### src/rtl/cascade_stage_ctrl.sv
// Viola-Jones cascade stage controller: sequences one detection window through
// the cascade, accumulating weak-classifier votes and deciding at each stage threshold.
module cascade_stage_ctrl #(
  parameter int SUM_WIDTH       = 24,
  parameter int ID_WIDTH        = 16,
  parameter int STAGE_CNT       = 22,
  parameter int STAGE_W         = 5,
  parameter int MAX_OUTSTANDING = 4
) (
  input  logic                 clk_i,
  input  logic                 rst_n_i,
  input  logic                 win_val_i,
  input  logic [ID_WIDTH-1:0]  win_id_i,
  output logic                 win_ready_o,
  input  logic                 rom_val_i,
  input  logic                 stage_val_i,
  input  logic                 stage_last_i,
  input  logic [SUM_WIDTH-1:0] stage_thr_i,
  input  logic                 feat_val_i,
  input  logic [SUM_WIDTH-1:0] feat_value_i,
  output logic                 next_stage_o,
  output logic                 break_o,
  output logic                 wait_o,
  output logic                 res_val_o,
  input  logic                 res_ready_i,
  output logic                 res_face_o,
  output logic [STAGE_W-1:0]   res_stage_o,
  output logic [ID_WIDTH-1:0]  res_id_o,
  output logic                 err_o,
  output logic                 busy_o
);

  localparam int OUT_W = $clog2(MAX_OUTSTANDING + 1);
  localparam logic [OUT_W-1:0]   OUT_MAX   = OUT_W'(MAX_OUTSTANDING);
  localparam logic [OUT_W-1:0]   OUT_WAIT  = OUT_W'(MAX_OUTSTANDING - 1);
  localparam logic [STAGE_W-1:0] STAGE_TOP = STAGE_W'(STAGE_CNT - 1);
  localparam logic [SUM_WIDTH-1:0] SUM_MAX = {1'b0, {(SUM_WIDTH-1){1'b1}}};
  localparam logic [SUM_WIDTH-1:0] SUM_MIN = {1'b1, {(SUM_WIDTH-1){1'b0}}};

  typedef enum logic [1:0] {IDLE, RUN, DECIDE, REPORT} state_t;

  state_t                 state, state_next;
  logic [SUM_WIDTH-1:0]   sum, sum_base, sum_next;
  logic [SUM_WIDTH:0]     sum_wide;
  logic [SUM_WIDTH-1:0]   thr_q;
  logic                   last_q;
  logic [OUT_W-1:0]       outstanding, outstanding_next;
  logic [STAGE_W-1:0]     stage_idx;
  logic [ID_WIDTH-1:0]    id_q;
  logic                   face_q;
  logic                   err_q;

  logic active, feat_err, feat_take, pass, advance, start;

  assign active    = (state == RUN) || (state == DECIDE);
  // A contribution with nothing in flight is a protocol violation and is dropped.
  assign feat_err  = active && feat_val_i && !rom_val_i && (outstanding == '0);
  assign feat_take = active && feat_val_i && !feat_err;
  assign pass      = $signed(sum) >= $signed(thr_q);
  assign advance   = (state == DECIDE) && pass && !last_q;
  assign start     = (state == IDLE) && win_val_i;

  // Saturating signed add; a stage advance clears the sum before the add.
  assign sum_base = advance ? '0 : sum;
  assign sum_wide = {sum_base[SUM_WIDTH-1], sum_base}
                  + {feat_value_i[SUM_WIDTH-1], feat_value_i};

  always_comb begin
    sum_next = sum_base;
    if (feat_take) begin
      if (sum_wide[SUM_WIDTH] != sum_wide[SUM_WIDTH-1])
        sum_next = sum_wide[SUM_WIDTH] ? SUM_MIN : SUM_MAX;
      else
        sum_next = sum_wide[SUM_WIDTH-1:0];
    end
  end

  always_comb begin
    outstanding_next = outstanding;
    if (active) begin
      if (rom_val_i && !feat_take && (outstanding != OUT_MAX))
        outstanding_next = outstanding + 1'b1;
      else if (!rom_val_i && feat_take)
        outstanding_next = outstanding - 1'b1;
    end
  end

  // NOTE: every output and next-state value gets a default first so no path
  // through the case leaves a signal unassigned, which would infer a latch.
  always_comb begin
    state_next   = state;
    win_ready_o  = 1'b0;
    break_o      = 1'b0;
    wait_o       = 1'b0;
    next_stage_o = 1'b0;
    res_val_o    = 1'b0;
    unique case (state)
      IDLE: begin
        win_ready_o = rst_n_i;
        break_o     = 1'b1;
        wait_o      = 1'b1;
        if (win_val_i) state_next = RUN;
      end
      RUN: begin
        wait_o = (outstanding >= OUT_WAIT);
        if (stage_val_i && (outstanding == '0) && !feat_val_i) state_next = DECIDE;
      end
      DECIDE: begin
        wait_o = 1'b1;
        if (advance) begin
          next_stage_o = 1'b1;
          state_next   = RUN;
        end else begin
          state_next = REPORT;
        end
      end
      REPORT: begin
        res_val_o = 1'b1;
        break_o   = 1'b1;
        wait_o    = 1'b1;
        if (res_ready_i) state_next = IDLE;
      end
      default: state_next = IDLE;
    endcase
  end

  // NOTE: state registers use non-blocking assignments so every flop samples
  // pre-edge values regardless of process ordering.
  always_ff @(posedge clk_i or negedge rst_n_i) begin
    if (!rst_n_i) begin
      state       <= IDLE;
      sum         <= '0;
      thr_q       <= '0;
      last_q      <= 1'b0;
      outstanding <= '0;
      stage_idx   <= '0;
      id_q        <= '0;
      face_q      <= 1'b0;
      err_q       <= 1'b0;
    end else begin
      state <= state_next;
      if (start) begin
        id_q        <= win_id_i;
        sum         <= '0;
        outstanding <= '0;
        stage_idx   <= '0;
        err_q       <= 1'b0;
        face_q      <= 1'b0;
      end else if (active) begin
        sum         <= sum_next;
        outstanding <= outstanding_next;
        if (feat_err) err_q <= 1'b1;
        if (advance && (stage_idx != STAGE_TOP)) stage_idx <= stage_idx + 1'b1;
        if (state == DECIDE && !advance) face_q <= pass && last_q;
      end
      if (state == RUN && state_next == DECIDE) begin
        thr_q  <= stage_thr_i;
        last_q <= stage_last_i;
      end
    end
  end

  assign res_face_o  = face_q;
  assign res_stage_o = stage_idx;
  assign res_id_o    = id_q;
  assign err_o       = err_q;
  assign busy_o      = (state != IDLE);

endmodule

### config.mk
export PLATFORM = sky130hd
export DESIGN_NAME = cascade_stage_ctrl
export DESIGN_NICKNAME = d
export VERILOG_FILES = /design/src/rtl/cascade_stage_ctrl.sv
export SDC_FILE = /design/constraint.sdc
export NUM_CORES = 1
export LEC_CHECK = 0
export BUFFER_PORTS_ARGS = -buffer_cell sky130_fd_sc_hd__buf_2
export CORE_MARGIN = 1.5
export CORE_UTILIZATION = 50
export DETAILED_ROUTE_END_ITERATION = 8
export PLACE_DENSITY_LB_ADDON = 0.05
export SYNTH_ARGS = -nofsm -noshare
export SYNTH_HDL_FRONTEND = slang
export SYNTH_SLANG_ARGS = --single-unit
### constraint.sdc
create_clock -name clk_i -period 12.95 [get_ports clk_i]
set_input_delay 1.9425 -clock clk_i [delete_from_list [all_inputs] [get_ports clk_i]]
set_output_delay 1.9425 -clock clk_i [all_outputs]
set_load 0.005 [all_outputs]
==> results of run 1 <==
-- metal layers --
metal / track usage [%] / routed length [um] / vias to the layer above
li1: - / - / 2968
met1: 39.2 / 8380 / 2930
met2: 48.8 / 8870 / 278
met3: 4.76 / 1300 / 37
met4: 10.9 / 470 / 0
met5: 0 / 0 / -
-- final timing paths --
kind	startpoint	endpoint	slack [ps]	cells past startpoint
min in group asynchronous	rst_n_i	thr_q[8]$_DFFE_PN0P_	1560	1
hold reg to reg	res_id_o[2]$_DFFE_PN0P_	res_id_o[2]$_DFFE_PN0P_	480	2
setup / recovery	sum[7]$_DFFE_PN0P_	sum[12]$_DFFE_PN0P_	6290	18
setup reg to reg	sum[7]$_DFFE_PN0P_	sum[12]$_DFFE_PN0P_	6290	18
max in group asynchronous	rst_n_i	sum[12]$_DFFE_PN0P_	10490	2
hold / removal	res_id_o[2]$_DFFE_PN0P_	res_id_o[2]$_DFFE_PN0P_	480	2
-- cell type report --
cell class	count	share of cell area, %
clock buffer	9	3.13
clock inverter	7	1.11
inverter	61	3.18
multi-input combinational	608	55.0
sequential	77	26.8
tap	168	2.92
timing repair buffer	108	7.83
-- state kept, by name (all words and copies together), names as in the netlist --
| register | count |
|---|---|
| err_o | 1 |
| last_q | 1 |
| outstanding | 3 |
| res_face_o | 1 |
| res_id_o | 16 |
| res_stage_o | 5 |
| state | 2 |
| sum | 24 |
| thr_q | 24 |
-- cell families (layout without fill, tap and decap cells) --
group	Yosys count	after routing	synth area share [%]
AND/OR/NAND/NOR	290	290	22.2
AO/OA/AOI/OAI	235	235	25.6
buffers and inverters	110	185	6.93
flip-flops	77	77	30.5
adder cells (fa/ha/maj)	52	52	10.4
XOR/XNOR	26	26	3.60
multiplexers	5	5	0.871
-- power groups by stage --
stage / Clock [mW] / Combinational, mW / Sequential (mW)
after global routing: 0.283 / 1.11 / 0.448
after floorplan: 0 / 0.742 / 0.396
after CTS: 0.272 / 0.991 / 0.433
after global placement: 0 / 0.966 / 0.433
final: 0.269 / 1.00 / 0.434
after detailed placement: 0 / 0.986 / 0.435
-- cell usage in the layout (no fill, tap or decap), types with 8 or more instances in the layout --
cell type and count:
nand2_1 126, buf_2 99, dfrtp_1 77, o21ai_0 61, inv_1 60, nor2_1 50, ha_1 46, a21oi_1 45
nand3_1 22, and3_1 18, xnor2_1 18, o31ai_1 16, o211ai_1 15, nor3_1 14, nand4_1 13, o22ai_1 11
nand2b_1 9, a21o_1 9, clkbuf_16 9, buf_4 9, a31oi_1 8, xor2_1 8
-- per-stage QoR --
| step | cells | instance area (sq um) |
|---|---|---|
| floorplan | 795 | 6320 |
| global placement | 1022 | 6890 |
| detailed placement | 1022 | 6890 |
| CTS | 1038 | 7190 |
| global route | 1038 | 7190 |
| finish | 1038 | 7190 |
-- critical path, stage by stage (launching register included) --
cell      delay [ps]
dfrtp_1          540
ha_1             410
and4_1           230
o21ai_0          200
o221a_2          390
or3_1            660
and3_1           340
ha_1             360
nand2_1           80
o211ai_1         290
o221a_2          270
nor2_1            40
o41a_1           370
a211oi_2         420
a21o_2           290
a21oi_1          120
o211ai_1         680
nand2_1          500
o31ai_1          370
==> flow_summary.yaml, run 1 <==
synthesis:
  synth_top_area_share_pct: 30.5
  yosys_warnings: 0
  synthesis.area_sq_um: 6320
  postSynthCellCount: 795
  synth_area_per_cell_sq_um: 7.95
  synth_ff_type: "dfrtp_1"
  synth_top_area_cell: "dfrtp_1"
  synth_edf_count: 0
  synth_most_common_cell: "nand2_1"
  ys_types: 83
  synth_nets: 915
  yosysSeqAreaShare_pct: 30.5
  ys_async_sr_fraction_pct: 100
  yosys_register_bits: 77
  netlist_top_cells_count: "nand2_1, dfrtp_1, o21ai_0"
  synth.area.top_cells: "dfrtp_1, ha_1, nand2_1, o21ai_0, a21oi_1"
timing:
  hold_viol: 0
  setup_ws_ps: 6290
  fin_setup_tns_ps: 0
  rsz0062_at_grt: "false"
  max_freq_mhz: 150
  setup_viol: 0
  holdWs_ps: 475
  skew_ps: 10.3
  finalMaxSlewViolations: 0
  maxSlewHeadroom_pct: 47.3
  tightestPinTransition_ps: 788
  period_needed_ps: 6660
  finalCritPeriodShare_pct: 51.4
global_routing:
  grt_max_degree: 49
  grt.overflow.total: 0
  grt_pass1_wl_mm: 30.3
  track_usage_pct: 29.5
  antenna_found_initial: 0
  grt_pass1_vias: 5870
cells_and_area:
  syn2layout_area_growth_pct: 13.8
  drive_above_1_share_pct: 17.4
  seqCellArea_sq_um: 1930
  antenna_cells: 0
  multiInputGateArea_sq_um: 3960
  nNetsFinal: 985
  fillCellCount: 1129
  finalCoreUtilization_pct: 59.1
die:
  core_sq_um: 12200
  die_w_um: 115
  core.rowCount: 40
  start_util_pct: 52.0
  dieHeight_um: 115
  io_pins: 101
  dieArea_sq_um: 13300
outcome:
  outcome: "complete, no violations"
place:
  dp.final_hpwl_mm: 14.3
  preCtsSetupSlack_ps: 6510
  numPortBuffers: 100
  gp_congestion: 0.980
clocking:
  cts_resized: 0
  cts_max_level: 3
  clkTransAtPathRegs_ps: 70
  cts_hold_buf: 0
  cts_made_buffers: 9
  cts_max_path_buffers: 2
  clock-sinks: 77
  cts_setup_buffers: 0
  clockRootBuffer: "clkbuf_16"
  cts_tree: "built"
  clkLatencyLatePin_ps: 350
drt:
  detail-route-antenna-nets: 0
  drc: 0
  vias: 6213
  vias_per_cell: 5.99
  wire_per_inst_um: 18.3
  drtIter0Drc: 539
  firstDrtPassIters: 6
  wirelength_mm: 19.0
power_and_ir_drop:
  p_int_mw: 0.874
  seq_power_share_pct: 25.4
  leakage_nw: 3.37
  clockPowerShare_pct: 15.8
  power.density_nw_per_um2: 237
  power_frac_comb_pct: 58.8
  vdd_drop_max_mv: 0.117
  power.total_mw: 1.71
  sw_frac_of_total_pct: 48.7
  switching_power_mw: 0.832
critical_path:
  cp-start-kind: "flop"
  arrival_ps: 6910
  required_ps: 13200
  path_class: "flop to flop"
  end_kind: "flop"
  worstPathMaxFanout: 16
hold_path:
  hold_path.class: "flop to flop"
job:
  maxCapViolCount: 0
(Power assumes the default switching activity.)
==> inputs of run 2 (changes only) <==
==> constraint.sdc (replaced) <==
create_clock -name clk_i -period 6.1 [get_ports clk_i]
set_input_delay 0.915 -clock clk_i [delete_from_list [all_inputs] [get_ports clk_i]]
set_output_delay 0.915 -clock clk_i [all_outputs]
set_load 0.005 [all_outputs]
==> flow_summary.yaml, run 2 (same netlist as run 1, synthesis figures left out) <==
global_routing:
  track_usage_pct: 29.9
  grt_max_degree: 41
  grt_pass1_vias: 5885
  grt.overflow.total: 0
  antenna_found_initial: 0
  grt_pass1_wl_mm: 30.8
cells_and_area:
  final_cells: 1052
  drive_above_1_share_pct: 18.8
  antenna_cells: 0
  layout_commonest_cell: "nand2_1"
  design_area_sq_um: 7300
  fillCellCount: 1119
  nNetsFinal: 999
  finalCoreUtilization_pct: 60.0
  syn2layout_area_growth_pct: 15.5
  final_cell_mix: "nand2_1, buf_2, dfrtp_1"
drt:
  detail-route-antenna-nets: 0
  drc: 0
  vias_per_cell: 6.00
  firstDrtPassIters: 5
  wirelength_mm: 19.3
  drtIter0Drc: 531
  wire_per_inst_um: 18.4
  vias: 6312
clocking:
  clkTransAtPathRegs_ps: 70
  cts_max_path_buffers: 2
  cts_tree: "built"
  cts_hold_buf: 0
  clockRootBuffer: "clkbuf_16"
  cts_max_level: 3
  clock-sinks: 77
  clkLatencyLatePin_ps: 350
  cts_made_buffers: 9
die:
  core.rowCount: 40
  dieHeight_um: 115
  start_util_pct: 52.0
  io_pins: 101
  dieArea_sq_um: 13300
  die_w_um: 115
  core_sq_um: 12200
timing:
  rsz0062_at_grt: "false"
  fin_setup_tns_ps: 0
  tightestPinTransition_ps: 905
  hold_viol: 0
  setup_ws_ps: 352
  maxSlewHeadroom_pct: 39.6
  finalCritPeriodShare_pct: 94.2
  max_freq_mhz: 174
  setup_viol: 0
  holdWs_ps: 476
  period_needed_ps: 5750
  skew_ps: 6.97
  finalMaxSlewViolations: 0
hold_path:
  hold_path.class: "flop to flop"
  hold_end: "res_id_o[14]$_DFFE_PN0P_"
  hp-start: "res_id_o[14]$_DFFE_PN0P_"
  whs_path_depth: 2
power_and_ir_drop:
  p_int_mw: 1.92
  sw_frac_of_total_pct: 48.5
  switching_power_mw: 1.81
  leakage_nw: 3.44
  seq_power_share_pct: 24.6
  power.total_mw: 3.73
  vdd_drop_max_mv: 0.226
  power.density_nw_per_um2: 511
  clockPowerShare_pct: 15.4
  power_frac_comb_pct: 60.0
critical_path:
  arrival_ps: 6040
  r2r_start: "sum[7]$_DFFE_PN0P_"
  reg2reg_setup_slack_ps: 350
  worstPathMaxFanout: 16
  path_class: "flop to flop"
  cp-start-kind: "flop"
  required_ps: 6390
  r2r-end: "sum[20]$_DFFE_PN0P_"
  ff2ff_path_depth: 19
  end_kind: "flop"
outcome:
  outcome: "complete, no violations"
place:
  numPortBuffers: 100
  dp.cells: 1028
  gp_congestion: 0.931
  dp.final_hpwl_mm: 14.5
  post_dp_cell_area_sq_um: 6930
  preCtsSetupSlack_ps: 356
job:
  maxCapViolCount: 0
## run 2: area by class of cell
cell class	instances	area [sq um]	area share, %
inverter	61	229	3.14
tap	168	210	2.88
clock buffer	9	225	3.09
timing repair buffer	122	668	9.15
multi-input combinational	608	3960	54.2
sequential	77	1930	26.4
clock inverter	7	81.3	1.11
## run 2: critical path: stages, from the launching register on
cell and delay, ps:
dfrtp_1 540, ha_1 400, and4_1 170, o21ai_0 100
o221a_2 360, or3_1 630, and3_1 330, ha_1 370
nand2_1 80, o211ai_1 290, o221a_2 260, nor2_1 40
o41a_1 370, a211oi_2 340, a21o_2 270, a21oi_1 110
o21ai_0 290, buf_4 200, or4b_1 440, nand3_1 80
## run 2: worst max path at each step
stage | cells after the start | to | startpoint
6_report | 19 | sum[20]$_DFFE_PN0P_ | sum[7]$_DFFE_PN0P_
5_1_grt | 24 | sum[7]$_DFFE_PN0P_ | sum[9]$_DFFE_PN0P_
4_1_cts | 19 | sum[6]$_DFFE_PN0P_ | sum[7]$_DFFE_PN0P_
3_5_place_dp | 19 | sum[6]$_DFFE_PN0P_ | sum[7]$_DFFE_PN0P_
3_3_place_gp | 19 | sum[6]$_DFFE_PN0P_ | sum[7]$_DFFE_PN0P_
2_1_floorplan | 23 | sum[4]$_DFFE_PN0P_ | sum[21]$_DFFE_PN0P_
## run 2: timing repair
action	CTS	global route
resized for setup	0	2
endpoints found under the setup margin	0	20
buffers inserted	0	8
## run 2: routing by layer
layer	wire length, um	global-route usage, %	share of wire (%)	vias to the layer above
met5	0	0	0	-
met4	452	11.3	2.3	0
met3	1270	3.56	6.5	30
met2	9060	49.1	47	257
met1	8550	40.5	44	3007
li1	-	-	-	3018
## run 2: power by group through the flow
stage | Sequential (mW) | Clock [mW] | Combinational [mW]
floorplan | 0.841 | 0 | 1.57
global placement | 0.913 | 0 | 2.10
finish | 0.919 | 0.573 | 2.24
CTS | 0.913 | 0.581 | 2.16
detailed placement | 0.916 | 0 | 2.15
global route | 0.950 | 0.598 | 2.48
